--- src/rtl/triangle_raster_scan_pkg.sv ---
// Shared types for the triangle rasterizer: vertex/triangle structs, fill latency
// and the coordinate tag carried alongside the fill pipeline.
package triangle_raster_scan_pkg;

  typedef struct packed {
    logic signed [15:0] x;
    logic signed [15:0] y;
    logic signed [15:0] z;
  } vec3_i16;

  typedef struct packed {
    vec3_i16 v0;
    vec3_i16 v1;
    vec3_i16 v2;
  } tri_2d;

  localparam int unsigned FILL_LATENCY_C = 3;
  localparam int unsigned COORD_W        = 12;

  typedef logic [COORD_W-1:0] coord_t;

  typedef struct packed {
    logic   valid;
    coord_t x;
    coord_t y;
    logic   last;
  } tag_t;

  function automatic coord_t min3(input coord_t a, input coord_t b, input coord_t c);
    coord_t m;
    m = (a < b) ? a : b;
    return (m < c) ? m : c;
  endfunction

  function automatic coord_t max3(input coord_t a, input coord_t b, input coord_t c);
    coord_t m;
    m = (a > b) ? a : b;
    return (m > c) ? m : c;
  endfunction

endpackage

--- src/rtl/triangle_raster_scan_if.sv ---
// Triangle-in / pixel-out bundle of the rasterizer; slave is the rasterizer side.
interface triangle_raster_scan_if;
  import triangle_raster_scan_pkg::*;

  logic   tri_valid;
  logic   tri_ready;
  tri_2d  triangle;
  logic   px_valid;
  coord_t px_x;
  coord_t px_y;
  logic   done;
  logic   busy;

  modport slave (
    input  tri_valid, triangle,
    output tri_ready, px_valid, px_x, px_y, done, busy
  );

  modport master (
    output tri_valid, triangle,
    input  tri_ready, px_valid, px_x, px_y, done, busy
  );

endinterface

--- src/rtl/triangle_raster_scan_fill.sv ---
// Edge-function coverage test: is_within is valid FILL_LATENCY_C cycles after
// hcount/vcount; a point is inside when no two edge values have opposite signs.
module triangle_2d_fill
  import triangle_raster_scan_pkg::*;
(
  input  logic   clk,
  input  logic   rst,
  input  tri_2d  triangle,
  input  coord_t hcount,
  input  coord_t vcount,
  output logic   is_within
);

  coord_t vx [3];
  coord_t vy [3];

  logic signed [12:0] ex_q [3];
  logic signed [12:0] ey_q [3];
  logic signed [12:0] dx_q [3];
  logic signed [12:0] dy_q [3];
  logic signed [25:0] p1_q [3];
  logic signed [25:0] p2_q [3];
  logic signed [26:0] e    [3];
  logic               any_neg;
  logic               any_pos;
  logic               unused_bits;

  always_comb begin
    vx[0] = triangle.v0.x[11:0];
    vy[0] = triangle.v0.y[11:0];
    vx[1] = triangle.v1.x[11:0];
    vy[1] = triangle.v1.y[11:0];
    vx[2] = triangle.v2.x[11:0];
    vy[2] = triangle.v2.y[11:0];
  end

  assign unused_bits = ^{triangle.v0.x[15:12], triangle.v0.y[15:12], triangle.v0.z,
                         triangle.v1.x[15:12], triangle.v1.y[15:12], triangle.v1.z,
                         triangle.v2.x[15:12], triangle.v2.y[15:12], triangle.v2.z};

  // Edge i runs from vertex i to vertex (i+1)%3; e = ex*(py-ay) - ey*(px-ax)
  always_ff @(posedge clk) begin
    for (int unsigned i = 0; i < 3; i++) begin
      ex_q[i] <= $signed({1'b0, vx[(i+1)%3]}) - $signed({1'b0, vx[i]});
      ey_q[i] <= $signed({1'b0, vy[(i+1)%3]}) - $signed({1'b0, vy[i]});
      dx_q[i] <= $signed({1'b0, hcount}) - $signed({1'b0, vx[i]});
      dy_q[i] <= $signed({1'b0, vcount}) - $signed({1'b0, vy[i]});
      p1_q[i] <= ex_q[i] * dy_q[i];
      p2_q[i] <= ey_q[i] * dx_q[i];
    end
  end

  always_comb begin
    any_neg = 1'b0;
    any_pos = 1'b0;
    for (int unsigned i = 0; i < 3; i++) begin
      e[i]    = $signed({p1_q[i][25], p1_q[i]}) - $signed({p2_q[i][25], p2_q[i]});
      any_neg = any_neg | e[i][26];
      any_pos = any_pos | (!e[i][26] && (e[i] != '0));
    end
  end

  always_ff @(posedge clk) begin
    if (rst) is_within <= 1'b0;
    else     is_within <= !(any_neg && any_pos);
  end

endmodule

--- src/rtl/triangle_raster_scan.sv ---
// Bounding-box rasterizer: clips the triangle's box to the screen, scans it in
// raster order through triangle_2d_fill and emits the covered pixels.
module triangle_raster_scan
  import triangle_raster_scan_pkg::*;
#(
  parameter int unsigned SCREEN_W     = 1280,
  parameter int unsigned SCREEN_H     = 720,
  parameter int unsigned FILL_LATENCY = FILL_LATENCY_C
)(
  input logic                  clk,
  input logic                  rst,
  triangle_raster_scan_if.slave bus
);

  localparam logic [1:0] ST_IDLE  = 2'd0;
  localparam logic [1:0] ST_SETUP = 2'd1;
  localparam logic [1:0] ST_SCAN  = 2'd2;
  localparam logic [1:0] ST_DRAIN = 2'd3;

  localparam coord_t X_LAST = coord_t'(SCREEN_W - 1);
  localparam coord_t Y_LAST = coord_t'(SCREEN_H - 1);

  logic [1:0] state_q, state_d;
  tri_2d      tri_q, tri_d;
  coord_t     xmin_q, xmin_d, xmax_q, xmax_d;
  coord_t     ymin_q, ymin_d, ymax_q, ymax_d;
  coord_t     hcount_q, hcount_d, vcount_q, vcount_d;
  tag_t       tag_q [FILL_LATENCY];
  tag_t       tag_in;
  logic       px_valid_q;
  coord_t     px_x_q, px_y_q;
  logic       done_q;
  logic       empty_done;

  coord_t     bx_min, bx_max_raw, bx_max;
  coord_t     by_min, by_max_raw, by_max;
  logic       box_empty;
  logic       last_pt;
  logic       is_within;

  always_comb begin
    bx_min     = min3(tri_q.v0.x[11:0], tri_q.v1.x[11:0], tri_q.v2.x[11:0]);
    bx_max_raw = max3(tri_q.v0.x[11:0], tri_q.v1.x[11:0], tri_q.v2.x[11:0]);
    by_min     = min3(tri_q.v0.y[11:0], tri_q.v1.y[11:0], tri_q.v2.y[11:0]);
    by_max_raw = max3(tri_q.v0.y[11:0], tri_q.v1.y[11:0], tri_q.v2.y[11:0]);
    bx_max     = (bx_max_raw > X_LAST) ? X_LAST : bx_max_raw;
    by_max     = (by_max_raw > Y_LAST) ? Y_LAST : by_max_raw;
    box_empty  = (bx_min > X_LAST) || (by_min > Y_LAST);
  end

  assign last_pt = (state_q == ST_SCAN) && (hcount_q == xmax_q) && (vcount_q == ymax_q);

  always_comb begin
    state_d    = state_q;
    tri_d      = tri_q;
    xmin_d     = xmin_q;
    xmax_d     = xmax_q;
    ymin_d     = ymin_q;
    ymax_d     = ymax_q;
    hcount_d   = hcount_q;
    vcount_d   = vcount_q;
    empty_done = 1'b0;
    case (state_q)
      ST_IDLE: begin
        if (bus.tri_valid) begin
          tri_d   = bus.triangle;
          state_d = ST_SETUP;
        end
      end
      ST_SETUP: begin
        xmin_d = bx_min;
        xmax_d = bx_max;
        ymin_d = by_min;
        ymax_d = by_max;
        if (box_empty) begin
          // Empty box shares DRAIN so tri_ready stays low during the done pulse
          empty_done = 1'b1;
          state_d    = ST_DRAIN;
        end else begin
          hcount_d = bx_min;
          vcount_d = by_min;
          state_d  = ST_SCAN;
        end
      end
      ST_SCAN: begin
        if (hcount_q == xmax_q) begin
          hcount_d = xmin_q;
          vcount_d = coord_t'(vcount_q + 1'b1);
        end else begin
          hcount_d = coord_t'(hcount_q + 1'b1);
        end
        if (last_pt) state_d = ST_DRAIN;
      end
      default: begin
        if (done_q) state_d = ST_IDLE;
      end
    endcase
  end

  always_ff @(posedge clk) begin
    if (rst) begin
      state_q <= ST_IDLE;
    end else begin
      state_q <= state_d;
    end
    tri_q    <= tri_d;
    xmin_q   <= xmin_d;
    xmax_q   <= xmax_d;
    ymin_q   <= ymin_d;
    ymax_q   <= ymax_d;
    hcount_q <= hcount_d;
    vcount_q <= vcount_d;
  end

  triangle_2d_fill u_fill (
    .clk       (clk),
    .rst       (rst),
    .triangle  (tri_q),
    .hcount    (hcount_q),
    .vcount    (vcount_q),
    .is_within (is_within)
  );

  assign tag_in = '{valid: (state_q == ST_SCAN), x: hcount_q, y: vcount_q, last: last_pt};

  always_ff @(posedge clk) begin
    if (rst) begin
      for (int unsigned i = 0; i < FILL_LATENCY; i++) tag_q[i] <= '0;
      px_valid_q <= 1'b0;
      px_x_q     <= '0;
      px_y_q     <= '0;
      done_q     <= 1'b0;
    end else begin
      tag_q[0] <= tag_in;
      for (int unsigned i = 1; i < FILL_LATENCY; i++) tag_q[i] <= tag_q[i-1];
      px_valid_q <= tag_q[FILL_LATENCY-1].valid & is_within;
      px_x_q     <= tag_q[FILL_LATENCY-1].x;
      px_y_q     <= tag_q[FILL_LATENCY-1].y;
      done_q     <= tag_q[FILL_LATENCY-1].last | empty_done;
    end
  end

  assign bus.tri_ready = (state_q == ST_IDLE);
  assign bus.busy      = (state_q != ST_IDLE);
  assign bus.px_valid  = px_valid_q;
  assign bus.px_x      = px_x_q;
  assign bus.px_y      = px_y_q;
  assign bus.done      = done_q;

endmodule

--- src/flat_wrapper.sv ---
// flat-port wrapper written by rule: the top's interface ports become plain ports
module triangle_raster_scan_flat import triangle_raster_scan_pkg::*;
#(
  parameter int unsigned SCREEN_W     = 1280,
  parameter int unsigned SCREEN_H     = 720,
  parameter int unsigned FILL_LATENCY = FILL_LATENCY_C
)
  (clk, rst, bus_tri_valid, bus_triangle, bus_tri_ready, bus_px_valid, bus_px_x, bus_px_y, bus_done, bus_busy);
  triangle_raster_scan_if bus_i ();
  input logic clk;
  input logic rst;
  input wire logic [$bits(bus_i.tri_valid)-1:0] bus_tri_valid;
  input wire logic [$bits(bus_i.triangle)-1:0] bus_triangle;
  output wire logic [$bits(bus_i.tri_ready)-1:0] bus_tri_ready;
  output wire logic [$bits(bus_i.px_valid)-1:0] bus_px_valid;
  output wire logic [$bits(bus_i.px_x)-1:0] bus_px_x;
  output wire logic [$bits(bus_i.px_y)-1:0] bus_px_y;
  output wire logic [$bits(bus_i.done)-1:0] bus_done;
  output wire logic [$bits(bus_i.busy)-1:0] bus_busy;
  assign bus_i.tri_valid = bus_tri_valid;
  assign bus_i.triangle = bus_triangle;
  assign bus_tri_ready = bus_i.tri_ready;
  assign bus_px_valid = bus_i.px_valid;
  assign bus_px_x = bus_i.px_x;
  assign bus_px_y = bus_i.px_y;
  assign bus_done = bus_i.done;
  assign bus_busy = bus_i.busy;
  triangle_raster_scan #(.SCREEN_W(SCREEN_W), .SCREEN_H(SCREEN_H), .FILL_LATENCY(FILL_LATENCY)) u_core (.clk(clk), .rst(rst), .bus(bus_i));
endmodule
--- config.mk ---
export PLATFORM = sky130hd
export DESIGN_NAME = triangle_raster_scan_flat
export DESIGN_NICKNAME = d
export VERILOG_FILES = /design/src/rtl/triangle_raster_scan_pkg.sv /design/src/rtl/triangle_raster_scan_if.sv /design/src/rtl/triangle_raster_scan_fill.sv /design/src/rtl/triangle_raster_scan.sv /design/src/flat_wrapper.sv
export SDC_FILE = /design/constraint.sdc
export NUM_CORES = 2
export LEC_CHECK = 0
export CORE_MARGIN = 3
export CORE_UTILIZATION = 70
export CTS_BUF_LIST = sky130_fd_sc_hd__clkbuf_2
export CTS_CLUSTER_DIAMETER = 200
export DETAILED_ROUTE_END_ITERATION = 8
export MAX_ROUTING_LAYER = met4
export PLACE_DENSITY = 0.95
export SKIP_CTS_REPAIR_TIMING = 1
export SLEW_MARGIN = 20
export SYNTH_ARGS = -nofsm -noshare
export SYNTH_HDL_FRONTEND = slang
export SYNTH_HIERARCHICAL = 1
export SYNTH_SLANG_ARGS = --single-unit
--- constraint.sdc ---
create_clock -name clk -period 13.5 [get_ports clk]
set_clock_uncertainty 0.2 [all_clocks]
set_input_delay 4.05 -clock clk [delete_from_list [all_inputs] [get_ports clk]]
set_output_delay 4.05 -clock clk [all_outputs]
set_load 0.005 [all_outputs]
==> impl_results.md <==
- Die Y: 311 um
- TritonRoute pass-1 iters: 8
- Vias in the first global route: 54,200
- Final Cell Area: 68,500 um^2
- First-pass GRT wire length: 278,000 um
- WS Path Type: flop to output pin
- Num Clock Sinks: 551
- Remaining Overflow, GRT: 0
- Multi-input gate area: 47,000 um^2
- Max Cap Violations: 0
- Synth Cell Area: 65,200 um^2
- Number of DRC markers in iteration 0: 5,159
- WL per Instance: 20.7 um
- Worst-margin pin slew: between 1 and 1.5 ns
- Via count: 50,300
- Hpwl dp: 138,000 um
- TNS Setup: 0 ns
- Fin. Hold Viols: 0
- Largest net degree at the start of global routing: 69
- FF-to-FF End: u_core/u_fill/p1_q[0][24]
- Sequential Area: 12,400 um^2
- Hold path startpoint: u_core/tag_q[0][56]
- Filler Cell Count: ~6,000
- Endpoints failing setup: 0
- WP data required: 9.25 ns
- Hold EP: u_core/bus.px_y[3]
- Placed Area: approximately 67,000 um^2
- CP endpoint kind: output pin
- Post-Route WL: around 170,000 um
- Rel. slew slack: 29.3%
- CTS tree: done
- Final period util: 53.7%
- Initial antenna violation count: 14
- Hold slack: 0.220 ns
- Starting Density: a little over two thirds
- Core area: 92,100 um^2
- Status: finished, final reports clean
- Gpl congestion: 1.00
- R2R Setup Slk: 6.31 ns
- Hold Path Class: flop to flop
- FF-to-FF Start: u_core/u_fill/ex_q[0][7]
- WHS Path Cells: 1
- GRT Total Usage: 37.6%
- Yosys warnings: 6
- Syn Area/Cell: 9.36 um^2
- Synth-to-layout area growth: 5.11%
- Vias per cell: 5.99
- Max-slew violation count: 0
- Critical path arrival: roughly 3.0 ns
- Worst-path clk slew: 0.14 ns
- CTS buffer count: about 140
- Highest clock rate: 138 MHz
- DRC: 0
- Layout cells sized above 1: 4.63%
- Row cnt: 111
- Routed Antenna Nets: 0
- DIE AREA: roughly 97,000 um^2
- Number of port buffers: 102
- Crit path time final: 7.25 ns
- CTS root buf: clkbuf_2
- Mapped Cells: 6,963
- Worst reg2reg path depth: 22
- Die W: just over 300 um
- RSZ-0062 raised after global routing: false
- Worst skew pair latency: 1.45 ns
- # H-tree levels: 4
- Layout net count: 8,852
- CP max FO: 5
- CP startpoint kind: flop
- Clk buf depth: 3
- # IOs: 175
-- metrics by stage --
step	instances	util [%]	setup slack, ns
6_report	8388	74.4	6.25
5_1_grt	8384	74.4	6.00
4_1_cts	8373	74.4	6.13
3_5_place_dp	8117	72.9	6.33
3_3_place_gp	8117	72.9	6.36
2_1_floorplan	6965	-	6.77
-- placed cells by master (no fill, tap or decap), drive strengths merged, types with 53 or more instances in the layout --
cell type,instances
inv,1346
fa,987
nand2,733
ha,700
and2,449
dfxtp,419
nor2,295
o21ai,248
xnor2,201
clkbuf,198
a21oi,196
nor2b,156
edfxtp,132
clkdlybuf4s50,101
xor2,88
a21o,73
nand2b,72
a21boi,70
nor3,65
nand3,63
clkinv,53
-- worst max-delay path, stage by stage (launching register included) --
cell and delay [ns]:
dfxtp_1 0.34, inv_1 0.11, ha_1 0.52, clkdlybuf4s50_1 0.63
-- state kept, by name, summed over array words and instances (netlist names) --
name	count
u_core/xmax_q	12
u_core/tri_q	72
u_core/ymax_q	12
u_core/state_q	2
u_core/bus.done	1
u_core/u_fill/ex_q	39
u_core/u_fill/dx_q	39
u_core/u_fill/p2_q	78
u_core/bus.px_x	12
u_core/u_fill/p1_q	78
u_core/u_fill/dy_q	39
u_core/u_fill/is_within	1
u_core/vcount_q	12
u_core/bus.px_valid	1
u_core/tag_q	78
u_core/hcount_q	12
u_core/xmin_q	12
u_core/u_fill/ey_q	39
u_core/bus.px_y	12
-- cell type report --
class	count	share of cell area (%)
sequential	551	18.0
multi-input combinational	4863	68.6
antenna	15	0.0548
inverter	1348	7.38
tap	1243	2.27
timing repair buffer	112	1.60
clock buffer	198	1.45
clock inverter	58	0.610
-- worst max-delay path by stage --
stage                        startpoint                         to  slack, ns  depth (start not counted)
2_1_floorplan             bus_tri_valid          u_core/state_q[0]       6.77                          5
3_3_place_gp                        rst    u_core/u_fill/is_within       6.36                         12
3_5_place_dp                        rst    u_core/u_fill/is_within       6.33                         12
4_1_cts               u_core/state_q[1]              bus_tri_ready       6.13                          3
5_1_grt        u_core/u_fill/dy_q[0][2]  u_core/u_fill/p1_q[0][24]       6.00                         22
6_report              u_core/state_q[1]              bus_tri_ready       6.25                          3
-- per-layer routing --
| metal | global-route usage (%) | share of wire [%] | vias up |
|---|---|---|---|
| li1 | - | - | 22100 |
| met1 | 42.9 | 35 | 24400 |
| met2 | 59.9 | 47 | 2884 |
| met3 | 8.54 | 9.7 | 867 |
| met4 | 24.4 | 7.6 | 0 |
| met5 | - | 0 | - |
Power is left out: the tool's default activity adds up to more than one toggle a clock period on the data nets, which glitch-free logic cannot reach.
